==> src/rtl/nn_pkg.sv <==
// nn_pkg -- shared types and constants for the nn_layer_seq slice.
//   nn_state_t        : sequencer state encoding
//   SH_* / MAC_*      : bit positions inside r_sh_en {res,w2,w1,a} and mac_en {L2,L1}
//   max3()            : helper used to size shared counters
package nn_pkg;

  typedef enum logic [2:0] {
    IDLE,
    L1_LD_A,
    L1_LD_W,
    L1_MAC,
    L2_LD_W,
    L2_MAC,
    LUT_SAVE,
    DONE
  } nn_state_t;

  localparam int SH_A   = 0;
  localparam int SH_W1  = 1;
  localparam int SH_W2  = 2;
  localparam int SH_RES = 3;

  localparam int MAC_L1 = 0;
  localparam int MAC_L2 = 1;

  function automatic int max3(input int a, input int b, input int c);
    int m;
    m = (a > b) ? a : b;
    return (m > c) ? m : c;
  endfunction

endpackage

==> src/rtl/nn_beat_cnt.sv <==
// nn_beat_cnt -- loadable down-counter with terminal flag.
//   clk, rst  : clock, synchronous active-high reset (count -> 0)
//   load      : load load_val (has priority over dec)
//   dec       : decrement by one, saturating at zero
//   count     : current value
//   last      : count == 0, i.e. the current beat is the final one
module nn_beat_cnt
  import nn_pkg::*;
#(
  parameter int WIDTH = 4
) (
  input  logic             clk,
  input  logic             rst,
  input  logic             load,
  input  logic             dec,
  input  logic [WIDTH-1:0] load_val,
  output logic [WIDTH-1:0] count,
  output logic             last
);

  always_ff @(posedge clk) begin
    if (rst) begin
      count <= '0;
    end else if (load) begin
      count <= load_val;
    end else if (dec && (count != '0)) begin
      count <= count - 1'b1;
    end
  end

  assign last = (count == '0);

endmodule

==> src/rtl/nn_layer_seq.sv <==
// nn_layer_seq -- two-layer neural-network inference sequencer.
// Walks layer-1 activations/weights, layer-2 weights, then saves the
// sigmoid results, driving memory addresses and datapath enables.
//   clk, rst          : clock, synchronous active-high reset
//   start, abort      : begin a run / cancel a run in progress
//   done_ack          : releases the DONE state
//   busy, done        : run active / result ready
//   mem_addr          : memory read address (wraps at 2^ADDR_WIDTH)
//   arg_zero          : currently loaded activation is zero
//   lut_idx           : sigmoid LUT index from the MAC
//   lut_pos, lut_sel  : activation/result slot, 0=L1 LUT 1=L2 LUT
//   r_sh_en           : shift enables {res,w2,w1,a}
//   mac_en, mac_clr   : MAC enable/clear {L2,L1}
// Build option: define NN_ZERO_SKIP_EN to skip the weight fetch and MAC
// for zero-valued layer-1 activations.
module nn_layer_seq
  import nn_pkg::*;
#(
  parameter int ADDR_WIDTH       = 16,
  parameter int L1_IN            = 401,
  parameter int L1_N             = 25,
  parameter int L2_N             = 10,
  parameter int LANES            = 1,
  parameter int ADDR_BASE_A      = 0,
  parameter int ADDR_BASE_W      = 0,
  parameter int ADDR_BASE_LUT_L1 = 0,
  parameter int ADDR_BASE_LUT_L2 = 0
) (
  input  logic                  clk,
  input  logic                  rst,
  input  logic                  start,
  input  logic                  abort,
  input  logic                  done_ack,
  output logic                  busy,
  output logic                  done,
  output logic [ADDR_WIDTH-1:0] mem_addr,
  input  logic                  arg_zero,
  input  logic [ADDR_WIDTH-1:0] lut_idx,
  output logic [ADDR_WIDTH-1:0] lut_pos,
  output logic                  lut_sel,
  output logic [3:0]            r_sh_en,
  output logic [1:0]            mac_en,
  output logic [1:0]            mac_clr
);

  localparam int W1    = (L1_N + LANES - 1) / LANES;
  localparam int W2    = (L2_N + LANES - 1) / LANES;
  localparam int L2_IN = L1_N + 1;
  localparam int IDX_W = $clog2(max3(L1_IN, L2_IN, L2_N)) + 1;
  localparam int CNT_W = $clog2(max3(W1, W2, 1)) + 1;

  nn_state_t              state;
  logic [IDX_W-1:0]       a_idx;
  logic [ADDR_WIDTH-1:0]  w_off;
  logic [CNT_W-1:0]       beat_cnt;
  logic [CNT_W-1:0]       beat_load_val;
  logic                   beat_load;
  logic                   beat_dec;
  logic                   beat_last;
  logic                   beat_first;
  logic                   skip;

  // The beat counter is loaded with W1-1 on entry to L1_LD_W, so this
  // marks the one cycle in which arg_zero is meaningful.
  assign beat_first = (beat_cnt == CNT_W'(W1 - 1));

`ifdef NN_ZERO_SKIP_EN
  assign skip = (state == L1_LD_W) && beat_first && arg_zero;
`else
  logic unused_zero_skip;
  assign skip             = 1'b0;
  assign unused_zero_skip = arg_zero ^ beat_first;
`endif

  // Reload the beat counter in every non-fetch state with the length of
  // the fetch that may follow; a skip leaving L1_LD_W may go straight to
  // L2_LD_W, so it preloads the layer-2 length (L1_LD_A overrides it).
  always_comb begin
    beat_load     = 1'b1;
    beat_load_val = '0;
    beat_dec      = 1'b0;
    case (state)
      L1_LD_A: beat_load_val = CNT_W'(W1 - 1);
      L1_LD_W: begin
        beat_load     = skip;
        beat_load_val = CNT_W'(W2 - 1);
        beat_dec      = 1'b1;
      end
      L1_MAC,
      L2_MAC:  beat_load_val = CNT_W'(W2 - 1);
      L2_LD_W: begin
        beat_load = 1'b0;
        beat_dec  = 1'b1;
      end
      default: ;
    endcase
  end

  nn_beat_cnt #(
    .WIDTH (CNT_W)
  ) u_beat (
    .clk      (clk),
    .rst      (rst),
    .load     (beat_load),
    .dec      (beat_dec),
    .load_val (beat_load_val),
    .count    (beat_cnt),
    .last     (beat_last)
  );

  // a_idx is reused: activation index in layer 1, hidden-neuron slot in
  // layer 2 and result slot in LUT_SAVE; it is cleared between phases.
  always_ff @(posedge clk) begin
    if (rst) begin
      state <= IDLE;
      a_idx <= '0;
      w_off <= '0;
    end else if (abort && (state != IDLE) && (state != DONE)) begin
      state <= IDLE;
      a_idx <= '0;
      w_off <= '0;
    end else begin
      case (state)
        IDLE: begin
          if (start && !abort) begin
            state <= L1_LD_A;
            a_idx <= '0;
            w_off <= '0;
          end
        end
        L1_LD_A: begin
          a_idx <= a_idx + 1'b1;
          state <= L1_LD_W;
        end
        L1_LD_W: begin
          if (skip) begin
            w_off <= w_off + ADDR_WIDTH'(W1);
            if (a_idx == IDX_W'(L1_IN)) begin
              a_idx <= '0;
              state <= L2_LD_W;
            end else begin
              state <= L1_LD_A;
            end
          end else begin
            w_off <= w_off + 1'b1;
            if (beat_last) state <= L1_MAC;
          end
        end
        L1_MAC: begin
          if (a_idx < IDX_W'(L1_IN)) begin
            state <= L1_LD_A;
          end else begin
            a_idx <= '0;
            state <= L2_LD_W;
          end
        end
        L2_LD_W: begin
          w_off <= w_off + 1'b1;
          if (beat_last) state <= L2_MAC;
        end
        L2_MAC: begin
          if ((a_idx + 1'b1) < IDX_W'(L2_IN)) begin
            a_idx <= a_idx + 1'b1;
            state <= L2_LD_W;
          end else begin
            a_idx <= '0;
            state <= LUT_SAVE;
          end
        end
        LUT_SAVE: begin
          if (a_idx == IDX_W'(L2_N - 1)) begin
            a_idx <= '0;
            state <= DONE;
          end else begin
            a_idx <= a_idx + 1'b1;
          end
        end
        DONE: begin
          if (done_ack) state <= IDLE;
        end
        default: state <= IDLE;
      endcase
    end
  end

  // Moore decode; only mem_addr in L2_MAC/LUT_SAVE (lut_idx) and the
  // optional skip gating of the w1 shift see inputs directly.
  always_comb begin
    busy     = 1'b0;
    done     = 1'b0;
    mem_addr = '0;
    r_sh_en  = '0;
    mac_en   = '0;
    mac_clr  = '0;
    lut_sel  = 1'b0;
    lut_pos  = '0;
    case (state)
      IDLE: mac_clr = 2'b11;
      L1_LD_A: begin
        busy           = 1'b1;
        mem_addr       = ADDR_WIDTH'(ADDR_BASE_A) + ADDR_WIDTH'(a_idx);
        r_sh_en[SH_A]  = 1'b1;
      end
      L1_LD_W: begin
        busy           = 1'b1;
        mem_addr       = ADDR_WIDTH'(ADDR_BASE_W) + w_off;
        r_sh_en[SH_W1] = !skip;
      end
      L1_MAC: begin
        busy           = 1'b1;
        mac_en[MAC_L1] = 1'b1;
      end
      L2_LD_W: begin
        busy           = 1'b1;
        mem_addr       = ADDR_WIDTH'(ADDR_BASE_W) + w_off;
        r_sh_en[SH_W2] = 1'b1;
      end
      L2_MAC: begin
        busy           = 1'b1;
        mac_en[MAC_L2] = 1'b1;
        lut_pos        = ADDR_WIDTH'(a_idx);
        mem_addr       = ADDR_WIDTH'(ADDR_BASE_LUT_L1) + lut_idx;
      end
      LUT_SAVE: begin
        busy            = 1'b1;
        lut_sel         = 1'b1;
        lut_pos         = ADDR_WIDTH'(a_idx);
        mem_addr        = ADDR_WIDTH'(ADDR_BASE_LUT_L2) + lut_idx;
        r_sh_en[SH_RES] = 1'b1;
      end
      DONE: done = 1'b1;
      default: ;
    endcase
  end

endmodule

==> config.mk <==
export PLATFORM = sky130hd
export DESIGN_NAME = nn_layer_seq
export DESIGN_NICKNAME = d
export VERILOG_FILES = /design/src/rtl/nn_pkg.sv /design/src/rtl/nn_beat_cnt.sv /design/src/rtl/nn_layer_seq.sv
export SDC_FILE = /design/constraint.sdc
export NUM_CORES = 1
export LEC_CHECK = 0
export CORE_UTILIZATION = 40
export DETAILED_ROUTE_END_ITERATION = 6
export MAX_ROUTING_LAYER = met4
export PLACE_DENSITY = 0.7
export SLEW_MARGIN = 20
export SYNTH_ARGS = -nofsm -noshare
export SYNTH_HDL_FRONTEND = slang
export SYNTH_SLANG_ARGS = --single-unit
==> constraint.sdc <==
create_clock -name clk -period 5.2 [get_ports clk]
set_input_delay 1.04 -clock clk [delete_from_list [all_inputs] [get_ports clk]]
set_output_delay 1.04 -clock clk [all_outputs]
set_load 0.05 [all_outputs]
==> summary.txt <==
STA
  • Fin Clk Skew: 0.00489 ns
  • Number of slew-limit violations in the final report: 0
  • Worst-Margin Slew: 0.683 ns
  • Fin crit period: 4.42 ns
  • Total count of hold-check failures in the final report: 0
  • Unrepaired setup endpoints after global routing: false
  • Worst slew slack as a fraction of its limit: 54.4%
  • Max Clock Freq: 0.226 GHz
  • Total of endpoints with negative setup slack in the final report: 0
  • Final period util: 85.1%
  • Total negative slack: 0 ns
  • Worst setup slack after layout: 0.776 ns
  • Worst hold slack across all endpoints: 0.521 ns

Detailed routing
  • Number of nets with antenna violations after routing: 0
  • Routed vias/inst: 5.72
  • Routed wire per std cell: 15.5 um
  • Final routed DRC violation total: 0
  • Number of DRC markers after the initial detailed-route iteration: 177
  • First-pass iteration count of the detailed router: 6
  • Total Wirelength: 7270 um
  • Vias: 2681

Global route
  • Wire length of the first global-routing pass: 12000 um
  • Global Route Usage Sum: 21.3%
  • Via count of the first global-routing pass: 2429
  • Largest net degree at the start of global routing: 36
  • Number of antenna violations at the first check in global routing: 0
  • GRT Residual Overflow: 0

Die
  • Starting density of the core: 42.2%
  • Number of placement rows: 29
  • DIE WIDTH: 84.6 um
  • I/O Pins: 65
  • Placeable core area: 0.00646 mm2
  • Die outline height: 84.6 um
  • Die footprint: 0.00715 mm2

Worst setup path
  • Cell breakdown of the critical path: buf_4 -> xor2_1 -> nor2b_1 -> a22o_1 -> clkdlybuf4s50_1
  • Top Family by Delay on Critical Path: buffers and inverters
  • CP Launch Point: state[1]$_SDFFE_PP0P_
  • Category of the worst setup path capture point: output port
  • Critical setup path kind: flop to output port
  • Cell with the largest stage delay on the worst path: clkdlybuf4s50_1
  • Launching element type of the critical path: flop
  • Highest net fanout along the worst path: 15
  • Data arrival, critical path: 3.38 ns
  • Delay contributed by the slowest stage of the critical path: 0.81 ns
  • Launch point of the worst reg-to-reg path: state[1]$_SDFFE_PP0P_
  • Data required time at the worst endpoint: 4.16 ns
  • CP bufs+invs: 2

Yosys
  • Syn Area/Cell: 7.79 um2
  • Syn. warnings: 0
  • EDFF count, synth: 0
  • Sequential share of the synthesized area: 25.7%
  • Register bit total from synthesis: 35
  • Area of the mapped netlist: 0.00273 mm2
  • Post-synthesis cell type count: 67
  • Syn Inst Count: 350
  • Ys async rst share: 0%
  • Post-synth top flop: dfxtp_1

Finish
  • Count of non-filler cells in the finished layout: 469
  • Area Overhead vs Synth: 22.8%
  • Layout cells sized above 1: 7.14%
  • Nets: 419
  • Antenna diodes: 0
  • Filler instances: 643
  • Core occupancy in the finished layout: 51.8%

Placed design
  • Number of instances in the placed design: 461
  • Setup slack at placement: 1.11 ns
  • Number of input and output port buffers inserted: 57
  • Placer Congestion: 0.888
  • DP HPWL: 5280 um

Run
  • MaxCap Viol Count: 0

Worst hold path
  • Worst hold path class: flop to flop
  • Min-Delay Startpoint: w_off[1]$_SDFFE_PP0P_

Clocking
  • TritonCTS clock tree: yes
  • CTS Root Buffer Type: clkbuf_8
  • CTS clk-pin slew, worst paths: 0.08 ns
  • Number of clock sinks: 35
  • CTS Hold Buffers Added: 0
  • Num CTS Buffers: 5
  • CTS H-Tree Depth: 2
  • Clock latency reported for the late side of the worst-skew pair: 0.30 ns
  • Post-CTS sizing: 0
  • Post-CTS setup buffer count: 0
  • Maximum buffer depth of the clock tree: 2

Power and ir drop
  • LEAKAGE: 1.17 nW
  • Cell area power density: 335 mW/mm2
  • Peak supply drop: 132 uV

Status
  • Outcome: completed
[path summary, 6_finish.rpt]
kind,endpoint,slack [ns],depth (start not counted)
setup / recovery,mem_addr[13],0.78,5
hold / removal,w_off[1]$_SDFFE_PP0P_,0.52,2
setup reg to reg,u_beat.count[4]$_SDFFE_PP0P_,2.69,5
hold reg to reg,w_off[1]$_SDFFE_PP0P_,0.52,2
[kinds of logic after synthesis]
family / after synthesis / share of synthesized area (%)
flops: 35 / 25.7
mux: 8 / 2.98
simple gates: 141 / 27.3
xor+xnor: 23 / 7.39
other cells: 1 / 0.137
buf+inv: 48 / 10.1
fa+ha+maj: 6 / 2.75
compound gates: 88 / 23.6
[per-stage QoR]
| step | power [mW] | instance area (um2) |
|---|---|---|
| 6_report | 1.12 | 3350 |
| 5_1_grt | 1.18 | 3350 |
| 4_1_cts | 1.12 | 3350 |
| 3_5_place_dp | 0.850 | 3230 |
| 3_3_place_gp | 0.840 | 3230 |
| 2_1_floorplan | 0.721 | 2750 |
[layout by cell type (no fill, tap or decap), drive strengths merged, types with 3 or more instances in the layout]
cell type,synthesis,final
a31oi,3,3
a211oi,6,6
and3,6,6
o21ai,6,6
clkdlybuf4s50,0,57
mux2i,7,7
nor4,3,3
buf,22,4
and2,17,17
nand4,3,3
clkbuf,10,6
a2111oi,3,3
nand2b,4,4
inv,16,17
xnor2,12,12
nor2b,6,6
nand3,9,9
dfxtp,35,35
conb,1,6
a22o,5,5
o2111ai,3,3
a21oi,26,26
nor2,44,44
nand2,21,21
xor2,11,11
a22oi,4,4
nor3,14,14
o22ai,8,8
a221oi,6,6
ha,6,6
or2,3,3
[metal layers]
layer  global-route usage [%]  vias up  routed length (um)
li1                         -     1317                   -
met1                     28.7     1264                3520
met2                     32.7       90                3270
met3                     3.83       10                 387
met4                     5.86        0                  91
met5                        -        -                   0
[worst reg2reg max path, stage by stage, from the launching register on]
cell and delay [ns]:
dfxtp_1 0.67, buf_4 0.27, xor2_1 0.47, nor2b_1 0.63, a21oi_1 0.13, a211oi_1 0.25
[Yosys cell counts (4+ instances only)]
library cell   n  area, um2
a211oi_1       6       45.0
a21oi_1       26        130
a221oi_1       6       52.6
a22o_1         5       43.8
a22oi_1        4       30.0
and2_1        15       93.8
and3_1         6       37.5
buf_2          4       20.0
buf_4         13       97.6
clkbuf_1       8       30.0
dfxtp_1       35        701
ha_1           6       75.1
inv_1         16       60.1
mux2i_1        7       70.1
nand2_1       21       78.8
nand2b_1       4       25.0
nand3_1        9       45.0
nor2_1        43        161
nor2b_1        6       37.5
nor3_1        13       65.1
o21ai_0        5       25.0
o22ai_1        8       50.1
xnor2_1       12        105
xor2_1        11       96.3
[sequential cells by signal, indices dropped and copies added (netlist names)]
name          flops
a_idx            10
w_off            16
u_beat.count      6
state             3
[layout make-up]
type | count | area, um2 | share of cell area, %
sequential | 35 | 701 | 20.9
clock inverter | 2 | 38.8 | 1.16
timing repair buffer | 61 | 601 | 17.9
clock buffer | 6 | 82.6 | 2.47
inverter | 16 | 60.1 | 1.79
tap | 77 | 96.3 | 2.88
multi-input combinational | 272 | 1770 | 52.8
[power by group]
group	internal (mW)	total [mW]	leakage (nW)	switching, mW
combinational	0.183	0.517	0.828	0.334
sequential	0.289	0.334	0.283	0.0447
clock	0.158	0.272	0.0618	0.114
total	0.630	1.12	1.17	0.493
Power figures use the tool's default switching activity.
